<file path="src/rtl/pong_game_ctrl.sv">
`default_nettype none
// +--------------------------------------------------------------------------+
// | Module   : pong_game_ctrl                                                |
// | Purpose  : Game-level sequencer for the 8x8 Pong datapath. Produces the  |
// |            speed/move tick strobes, the playing qualifier, miss          |
// |            detection at the paddle rows, scoring and the                 |
// |            serve / rally / game-over sequence.                           |
// | Ports    : clk        system clock                                       |
// |            rst        asynchronous active-high reset                     |
// |            start      start button level (rising edge detected here)     |
// |            ball_x/y   current ball column / row (row 0 = A, 7 = B)       |
// |            pad_a/b    paddle centre columns                              |
// |            playing    1 = ball released, 0 = ball held                   |
// |            speed_tick ball direction update strobe                       |
// |            move_tick  ball position update strobe (speed_tick + 1)       |
// |            score_a/b  player scores                                      |
// |            winner     00 none, 01 A, 10 B                                |
// |            state      IDLE=0 SERVE=1 PLAY=2 POINT=3 OVER=4               |
// | Options  : RALLY_SPEEDUP_EN - halve the move period after 8 rally hits   |
// | Revision : 1.0 - initial release                                         |
// +--------------------------------------------------------------------------+
module pong_game_ctrl #(
  parameter int TICK_DIV    = 4000000,
  parameter int SERVE_TICKS = 8,
  parameter int WIN_SCORE   = 5
) (
  input  logic       clk,
  input  logic       rst,
  input  logic       start,
  input  logic [2:0] ball_x,
  input  logic [2:0] ball_y,
  input  logic [2:0] pad_a,
  input  logic [2:0] pad_b,
  output logic       playing,
  output logic       speed_tick,
  output logic       move_tick,
  output logic [2:0] score_a,
  output logic [2:0] score_b,
  output logic [1:0] winner,
  output logic [2:0] state
);

  localparam int CW = $clog2(TICK_DIV + 1);
  localparam int SW = $clog2(SERVE_TICKS + 1);

  localparam logic [2:0] S_IDLE  = 3'd0;
  localparam logic [2:0] S_SERVE = 3'd1;
  localparam logic [2:0] S_PLAY  = 3'd2;
  localparam logic [2:0] S_POINT = 3'd3;
  localparam logic [2:0] S_OVER  = 3'd4;

  logic [CW-1:0] r_cnt;
  logic [CW-1:0] w_period;
  logic          w_wrap;
  logic          r_start_q;
  logic          r_check;
  logic [2:0]    r_state;
  logic [SW-1:0] r_serve_cnt;
  logic [2:0]    r_score_a;
  logic [2:0]    r_score_b;
  logic [1:0]    r_winner;
  logic          r_scorer_b;   // 1 = last point went to B
  logic          w_start_edge;
  logic          w_hit_a;
  logic          w_hit_b;
  logic          w_eval;
  logic          w_miss_a;
  logic          w_miss_b;
  logic          w_serve_entry;
  logic          w_point_win;

  // Paddle covers pad-1..pad+1; evaluated in 4 bits so the edges never wrap.
  function automatic logic hit(input logic [2:0] x, input logic [2:0] p);
    logic [3:0] xe;
    logic [3:0] pe;
    xe = {1'b0, x};
    pe = {1'b0, p};
    return ((xe + 4'd1) >= pe) && (xe <= (pe + 4'd1));
  endfunction

  // ---------------------------------------------------------------- divider
`ifdef RALLY_SPEEDUP_EN
  logic [CW-1:0] r_period;
  logic [3:0]    r_rally;
  assign w_period = r_period;
`else
  assign w_period = CW'(TICK_DIV);
`endif

  assign w_wrap     = (r_cnt == (w_period - CW'(1)));
  assign speed_tick = (r_cnt == (w_period - CW'(2)));
  assign move_tick  = w_wrap;

  always_ff @(posedge clk or posedge rst) begin
    if (rst) begin
      r_cnt     <= '0;
      r_start_q <= 1'b0;
      r_check   <= 1'b0;
    end else begin
      r_cnt     <= w_wrap ? '0 : r_cnt + CW'(1);
      r_start_q <= start;
      // Miss check runs one cycle after move_tick, once the ball has moved.
      r_check   <= w_wrap;
    end
  end

  // ------------------------------------------------------------- game logic
  assign w_start_edge = start & ~r_start_q;
  assign w_hit_a      = hit(ball_x, pad_a);
  assign w_hit_b      = hit(ball_x, pad_b);
  assign w_eval       = r_check && (r_state == S_PLAY);
  assign w_miss_a     = w_eval && (ball_y == 3'd0) && !w_hit_a;
  assign w_miss_b     = w_eval && (ball_y == 3'd7) && !w_hit_b;
  assign w_point_win  = r_scorer_b ? (r_score_b == 3'(WIN_SCORE))
                                   : (r_score_a == 3'(WIN_SCORE));
  assign w_serve_entry = (((r_state == S_IDLE) || (r_state == S_OVER)) && w_start_edge)
                       || ((r_state == S_POINT) && !w_point_win);

  always_ff @(posedge clk or posedge rst) begin
    if (rst) begin
      r_state     <= S_IDLE;
      r_serve_cnt <= '0;
      r_score_a   <= '0;
      r_score_b   <= '0;
      r_winner    <= 2'b00;
      r_scorer_b  <= 1'b0;
    end else begin
      case (r_state)
        S_IDLE, S_OVER: begin
          if (w_start_edge) begin
            r_state     <= S_SERVE;
            r_serve_cnt <= '0;
            r_score_a   <= '0;
            r_score_b   <= '0;
            r_winner    <= 2'b00;
          end
        end
        S_SERVE: begin
          if (move_tick) begin
            if (r_serve_cnt == SW'(SERVE_TICKS - 1)) begin
              r_state <= S_PLAY;
            end else begin
              r_serve_cnt <= r_serve_cnt + SW'(1);
            end
          end
        end
        S_PLAY: begin
          if (w_miss_a) begin
            r_score_b  <= r_score_b + 3'd1;
            r_scorer_b <= 1'b1;
            r_state    <= S_POINT;
          end else if (w_miss_b) begin
            r_score_a  <= r_score_a + 3'd1;
            r_scorer_b <= 1'b0;
            r_state    <= S_POINT;
          end
        end
        S_POINT: begin
          if (w_point_win) begin
            r_state  <= S_OVER;
            r_winner <= r_scorer_b ? 2'b10 : 2'b01;
          end else begin
            r_state     <= S_SERVE;
            r_serve_cnt <= '0;
          end
        end
        default: r_state <= S_IDLE;
      endcase
    end
  end

`ifdef RALLY_SPEEDUP_EN
  // Rally length counts successful returns at either paddle row; it selects
  // the move period, which only changes at a divider wrap.
  always_ff @(posedge clk or posedge rst) begin
    if (rst) begin
      r_rally  <= 4'd0;
      r_period <= CW'(TICK_DIV);
    end else begin
      if (w_serve_entry) begin
        r_rally <= 4'd0;
      end else if (w_eval && (((ball_y == 3'd0) && w_hit_a) || ((ball_y == 3'd7) && w_hit_b))
                   && (r_rally != 4'hF)) begin
        r_rally <= r_rally + 4'd1;
      end
      if (w_wrap) begin
        r_period <= (r_rally >= 4'd8) ? CW'(TICK_DIV / 2) : CW'(TICK_DIV);
      end
    end
  end
`endif

  assign playing = (r_state == S_PLAY);
  assign state   = r_state;
  assign score_a = r_score_a;
  assign score_b = r_score_b;
  assign winner  = r_winner;

endmodule
`default_nettype wire

</file>
<file path="config.mk">
export PLATFORM = sky130hd
export DESIGN_NAME = pong_game_ctrl
export DESIGN_NICKNAME = d
export VERILOG_FILES = /design/src/rtl/pong_game_ctrl.sv
export SDC_FILE = /design/constraint.sdc
export NUM_CORES = 1
export LEC_CHECK = 0
export ABC_AREA = 1
export CORE_MARGIN = 5
export CORE_UTILIZATION = 48
export CTS_CLUSTER_DIAMETER = 50
export CTS_CLUSTER_SIZE = 24
export DETAILED_ROUTE_END_ITERATION = 6
export PLACE_DENSITY = 0.7
export SETUP_SLACK_MARGIN = 0.02
export SLEW_MARGIN = 20
export SYNTH_ARGS = -nofsm -noshare
export SYNTH_HDL_FRONTEND = slang
export SYNTH_SLANG_ARGS = --single-unit
</file>
<file path="constraint.sdc">
create_clock -name clk -period 3.9 [get_ports clk]
set_input_delay 0.78 -clock clk [delete_from_list [all_inputs] [get_ports clk]]
set_output_delay 0.78 -clock clk [all_outputs]
set_load 0.01 [all_outputs]
</file>
==> metrics.txt, run 1 <==
critical path arrival=roughly 2000 ps; Syn-to-layout area delta=18.8%; # DRC=0; Total Routing Usage GR=15.9%; register area share after synthesis=roughly 38%; synth warn=0; RD Place Congestion=0.918; complex-gate fraction of the synthesized area=under 10%; largest family of logic cells by synthesized area=simple AND/OR/NAND/NOR gates; fin crit period=2820 ps; Synth Register Bits=40; worst path cell trace=inv_1, nand4_1, nor4_1, nand3_1, nor2_1, clkdlybuf4s50_1; Yosys cell types=27; crit path kind=reg -> out; postcts setup bufs=0; Filler cells=slightly below 500; drt total wl=5.28 mm; CTS root buf=clkbuf_8; area of the multi-input gates=0.00142 sq mm; Die H=approximately 84 microns; io pins=29; CTS sink count=40; crit path max fanout=5; antenna violations before repair=0; Synth Cell Area=~0.0026 sq mm; worst r2r src=r_cnt[1]; Hold Crit Class=reg -> reg; outcome=complete, no violations; CTS clk-pin slew, worst paths=80 ps; share of cells above drive strength 1=around a tenth; Worst Skew=7.64 ps; Crit path largest cell delay=580 ps; crit end category=output port; CP Launch Type=flip-flop; TNS Setup=0 ps; crit path max-delay cell type=clkdlybuf4s50_1; n_diodes=0; vias in the first global route=approximately 2,100; hold slack final=between 400 and 500 ps; Simple-Gate Fraction of Synth Area=between 30% and 40%; fmax=between 300 and 400 MHz; Non-Filler Instances=between 400 and 500; hold path start=r_cnt[0]; CTS tree=yes; max_cap viols=0; CTS buffer count=5; HPWL after detailed placement=about 4.1 mm; XOR/XNOR share of the synthesized area=6.64%; Slew Viols, Final=0; htree depth=2; Final setup viols=0; DP Cell Count=440; Initial Util=between 40 and 50%; syn_area_per_cell=about 7.8 sq um; Die Width=approximately 84 microns; input/output buffers=28; FF/Latch Area=between 0.001 and 0.0015 sq mm; RSZ-0062 raised after global routing=no; grt total ovfl=0; vias per inst=roughly 5; post-synthesis adder-cell area fraction=a little under a tenth; CP required=~3100 ps; period utilization=between 70% and 80%; hold_buf cts=0; via count=2,228; Final Hold Vio Count=0; syn_nets=~380; DRT Pass-1 Iters=4; CP Launch Point=r_cnt[10]; Die Area=between 0.007 and 0.008 sq mm; Rows=27; max_slew headroom=between 60% and 70%; pwr dens=375 mW/mm^2; drt wl/cell=11.8 microns; post_cts resized=0; ANT nets after route=0; mux share of post-synthesis cell area=0%; worst vdd ir=between 0.2 and 0.25 mV; final net count=410; leakage power=between 0.0015 and 0.002 uW; first-pass GRT wire length=between 9 and 10 mm; CORE AREA=roughly 0.0054 sq mm; Worst Max-Slew Pin Slew=513 ps; Initial DRC Count=between 60 and 70; Clk Latency, worst-skew pair=slightly below 300 ps; Syn Inst Count=between 300 and 400; largest net degree at the start of global routing=slightly above 40; largest buffer count on any clock path=2
## report_power, final
group          internal [uW]  switching [uW]  total (uW)
combinational            134             199         334
sequential               439            28.0         467
clock                    226             147         373
total                    800             374        1170
## layout make-up
type,instances,area share (%)
clock buffer,7,3.07
tap,72,2.87
timing repair buffer,29,9.18
clock inverter,1,0.958
inverter,56,6.71
sequential,40,31.9
multi-input combinational,243,45.3
## per-stage QoR
step / area, sq um / util (%) / setup WS [ps] / power (uW)
3_3_place_gp: 3010 / 55.3 / 1170 / 801
2_1_floorplan: 2640 / - / 1780 / 703
5_1_grt: 3130 / 57.6 / 902 / 1250
4_1_cts: 3130 / 57.6 / 1050 / 1190
3_5_place_dp: 3010 / 55.3 / 1140 / 812
6_report: 3130 / 57.6 / 1080 / 1170
## cells by family after synthesis
logic type	after synthesis
AOI/OAI and AO/OA	23
xor gates and xnor gates	20
adders and majority gates	20
buffers and inverters	57
DFF	40
and+or+nand+nor	180
## sequential cells by signal, summed over array words and instances (netlist names)
name / flops
r_cnt: 22
r_serve_cnt: 4
score_a: 3
score_b: 3
state: 3
winner: 2
r_check: 1
r_scorer_b: 1
r_start_q: 1
## layout by cell type (no fill, tap or decap), drive strengths merged
cell / n
nand2: 91
xnor2: 7
or2: 4
nor4: 5
buf: 1
a21oi: 7
ha: 20
xor2: 13
clkdlybuf4s50: 28
or3: 1
o31a: 1
nand3: 28
nor2: 36
inv: 56
bufinv: 1
dfrtp: 40
nand4: 9
clkbuf: 7
nor3: 6
o21ai: 15
## critical path, delay by kind of cell, from the launching register on
family / cells / cell delay [ps]
buffers and inverters: 2 / 690
flip-flops: 1 / 470
AND/OR/NAND/NOR: 4 / 600
## per-layer routing
metal | track usage (%) | part of all wire [%]
met1 | 20.3 | 46
met2 | 26.5 | 48
met3 | 3.55 | 3.9
met4 | 5.26 | 1.9
met5 | 0 | 0
## worst paths after layout
path,cells past startpoint,endpoint,slack (ps)
worst max-delay path,6,move_tick,1080
worst min-delay path,1,r_cnt[0],460
worst max register to register,8,r_cnt[8],2230
worst min register to register,1,r_cnt[0],460
max in group asynchronous,3,r_cnt[1],2630
min in group asynchronous,3,r_serve_cnt[2],900
## cell usage after synthesis, drive strengths merged
cell type / n / share of area [%]
nand3: 28 / 5.8
or2: 4 / 0.95
buf: 1 / 0.28
or3: 1 / 0.24
nor3: 6 / 2.2
nand2: 91 / 14
nor4: 5 / 1.2
xnor2: 7 / 2.3
dfrtp: 40 / 38
nand4: 9 / 2.1
o21ai: 15 / 3.1
o31a: 1 / 0.33
nor2: 36 / 6.6
ha: 20 / 9.5
a21oi: 7 / 1.5
xor2: 13 / 4.3
inv: 56 / 8.0
Power figures use the tool's default switching activity.
==> inputs of run 2 (changes only) <==
clock period = 2.79 ns   (was 3.9 ns; I/O delays follow)
==> run 2 against run 1 <==
Sequential share of layout area is essentially flat. Critical endpoint unchanged. Clock skew increased by 3.3 ps. Sequential power is 40% higher. Clock power grew 32%. Critical path depth unchanged. Largest power group unchanged. Power is 38% higher. Via count grew 0.40%. Routed wire length rose by 3.5%. Register-to-register slack worse by 1100 ps. First-iteration DRC count is 5.8% higher.
==> metrics.txt, run 2 (synthesis gave the netlist of run 1 again) <==
outcome=complete, no violations; CTS clk-pin slew, worst paths=90 ps (about the same); CTS root buf=clkbuf_8; CP Launch Type=flip-flop; grt total ovfl=0 (unchanged); DRT Pass-1 Iters=4 (unchanged); Die Width=84.1 microns (unchanged); ANT nets after route=0 (unchanged); Die Area=0.00708 sq mm (unchanged); leakage power=0.00151 uW (about the same); io pins=29 (unchanged); HPWL after detailed placement=4.35 mm (+5.0%); most frequent cells in the layout=nand2_1 (84), inv_1 (54), dfrtp_1 (39), clkdlybuf4s50_1 (28), nand3_1 (27); CTS buffer count=5 (unchanged); first-pass GRT wire length=9.46 mm (+1.2%); Rows=27 (unchanged); Worst Max-Slew Pin Slew=536 ps (+23.2 ps); crit path kind=reg -> out; period utilization=93.1%; CP required=2230 ps (-890 ps); htree depth=2 (unchanged); max FFs per register=22 (unchanged); crit path max fanout=5 (unchanged); input/output buffers=28 (unchanged); commonest non-fill, non-tap cell in the layout=nand2_1; worst path cell trace=inv_1, nand4_1, nor4_1, nand3_1, nor2_1, clkdlybuf4s50_1; Largest Register=r_cnt; via count=2,237 (+0.40%); largest net degree at the start of global routing=16 (-61%); FF/Latch Area=0.00100 sq mm (+0.12%); CTS tree=yes; area of the multi-input gates=0.00142 sq mm (unchanged); critical path arrival=2040 ps (about the same); largest buffer count on any clock path=2 (unchanged); crit path max-delay cell type=clkdlybuf4s50_1; Clk Latency, worst-skew pair=300 ps (about the same); max_slew headroom=64.2% (-1.6 points); final net count=412 (+0.49%); fin crit period=around 2600 ps; Crit path largest cell delay=580 ps (about the same); # DRC=0 (unchanged); Syn-to-layout area delta=19.0%; CTS sink count=40 (unchanged); Initial DRC Count=73 (+5.8%); n_diodes=0 (unchanged); drt total wl=5.47 mm (+3.5%); crit end category=output port; RD Place Congestion=0.957 (+4.2%); max_cap viols=0 (unchanged); Filler cells=483 (-2.6%); Final Hold Vio Count=0 (unchanged); antenna violations before repair=0 (unchanged); Slew Viols, Final=0 (unchanged); Worst Skew=11.0 ps (+3.32 ps); share of cells above drive strength 1=11.1% (+0.74 points); biggest regs=r_cnt: 22 flops, r_serve_cnt: 4 flops; Final setup viols=0 (unchanged); Hold Crit Class=reg -> reg; vias in the first global route=2,128 (-0.14%); pwr dens=517 mW/mm^2 (+38%); RSZ-0062 raised after global routing=no; vias per inst=4.97 (about the same); fmax=~380 MHz; Initial Util=48.5% (unchanged); Die H=84.1 microns (unchanged); TNS Setup=0 ps (unchanged); PnR Total Power=1620 uW (+38%); Total Routing Usage GR=16.2% (+0.33 points); drt wl/cell=12.2 microns (+3.1%); worst vdd ir=0.351 mV (+58%); CORE AREA=0.00544 sq mm (unchanged)
run 2: changes by cell type in the layout (fill, tap and decap cells not counted):
| cell | before | now |
|---|---|---|
| clkbuf_8 | 7 | 5 |
| dfrtp_2 | 0 | 1 |
| dfrtp_1 | 40 | 39 |
| clkinvlp_4 | 0 | 1 |
| inv_6 | 0 | 1 |
| buf_4 | 1 | 3 |
run 2: metal layers:
metal / share of wire [%] / wire (microns) / global-route usage, % / vias to the layer above
met5: 0 / 0 / 0 / -
met4: 1.2 / 63 / 4.24 / 0
met3: 3.9 / 214 / 3.95 / 6
met2: 50 / 2730 / 27.6 / 46
met1: 45 / 2460 / 20.6 / 1031
li1: - / - / - / 1154
run 2: final timing paths:
kind | depth (start not counted) | end | slack, ps | start
hold reg to reg | 1 | r_cnt[0] | 460 | r_cnt[0]
hold / removal | 1 | r_cnt[0] | 460 | r_cnt[0]
setup / recovery | 6 | move_tick | 190 | r_cnt[10]
setup reg to reg | 8 | r_cnt[5] | 1110 | r_cnt[0]
min in group asynchronous | 2 | r_cnt[14] | 600 | rst
max in group asynchronous | 3 | r_cnt[10] | 1590 | rst
run 2: through the flow:
| step | setup slack (ps) | utilization (%) | hold slack (ps) | instance area [sq um] | cells |
|---|---|---|---|---|---|
| after global placement | 289 | 55.6 | 448 | 3020 | 442 |
| final | 192 | 57.7 | 461 | 3140 | 450 |
| after CTS | 128 | 57.7 | 465 | 3140 | 450 |
| after global routing | 29.2 | 57.7 | 489 | 3140 | 450 |
| after detailed placement | 211 | 55.6 | 454 | 3020 | 442 |
| after floorplan | 889 | - | 432 | 2640 | 340 |
run 2: cell type report:
| type | instances | area share, % |
|---|---|---|
| flip-flops and latches | 40 | 31.9 |
| clock buffers | 5 | 2.19 |
| multi-input cells | 243 | 45.2 |
| inverters | 56 | 6.70 |
| repair buffers | 31 | 9.65 |
| well taps | 72 | 2.87 |
| clock inverters | 3 | 1.47 |
run 2: worst max-delay path: cells and delay by family, from the launching register on:
kind / cells / cell delay [ps]
and+or+nand+nor: 4 / 600
DFF: 1 / 470
buffers and inverters: 2 / 670
run 2: timing repair:
item,4_1_cts,5_1_grt
resized for setup,0,1
hold buffers,0,0
endpoints found under the hold margin,0,0
setup buffers,0,0
endpoints found under the setup margin,0,1
run 2: power by group:
group          internal (uW)  switching (uW)
Combinational            195             282
Clock                    270             224
Sequential               614            39.7
==> inputs of run 3 (changes only) <==
CAP_MARGIN = 20   (was unset)
==> results of run 3 <==
Final layout, timing and power as in run 2 (identical DEF).
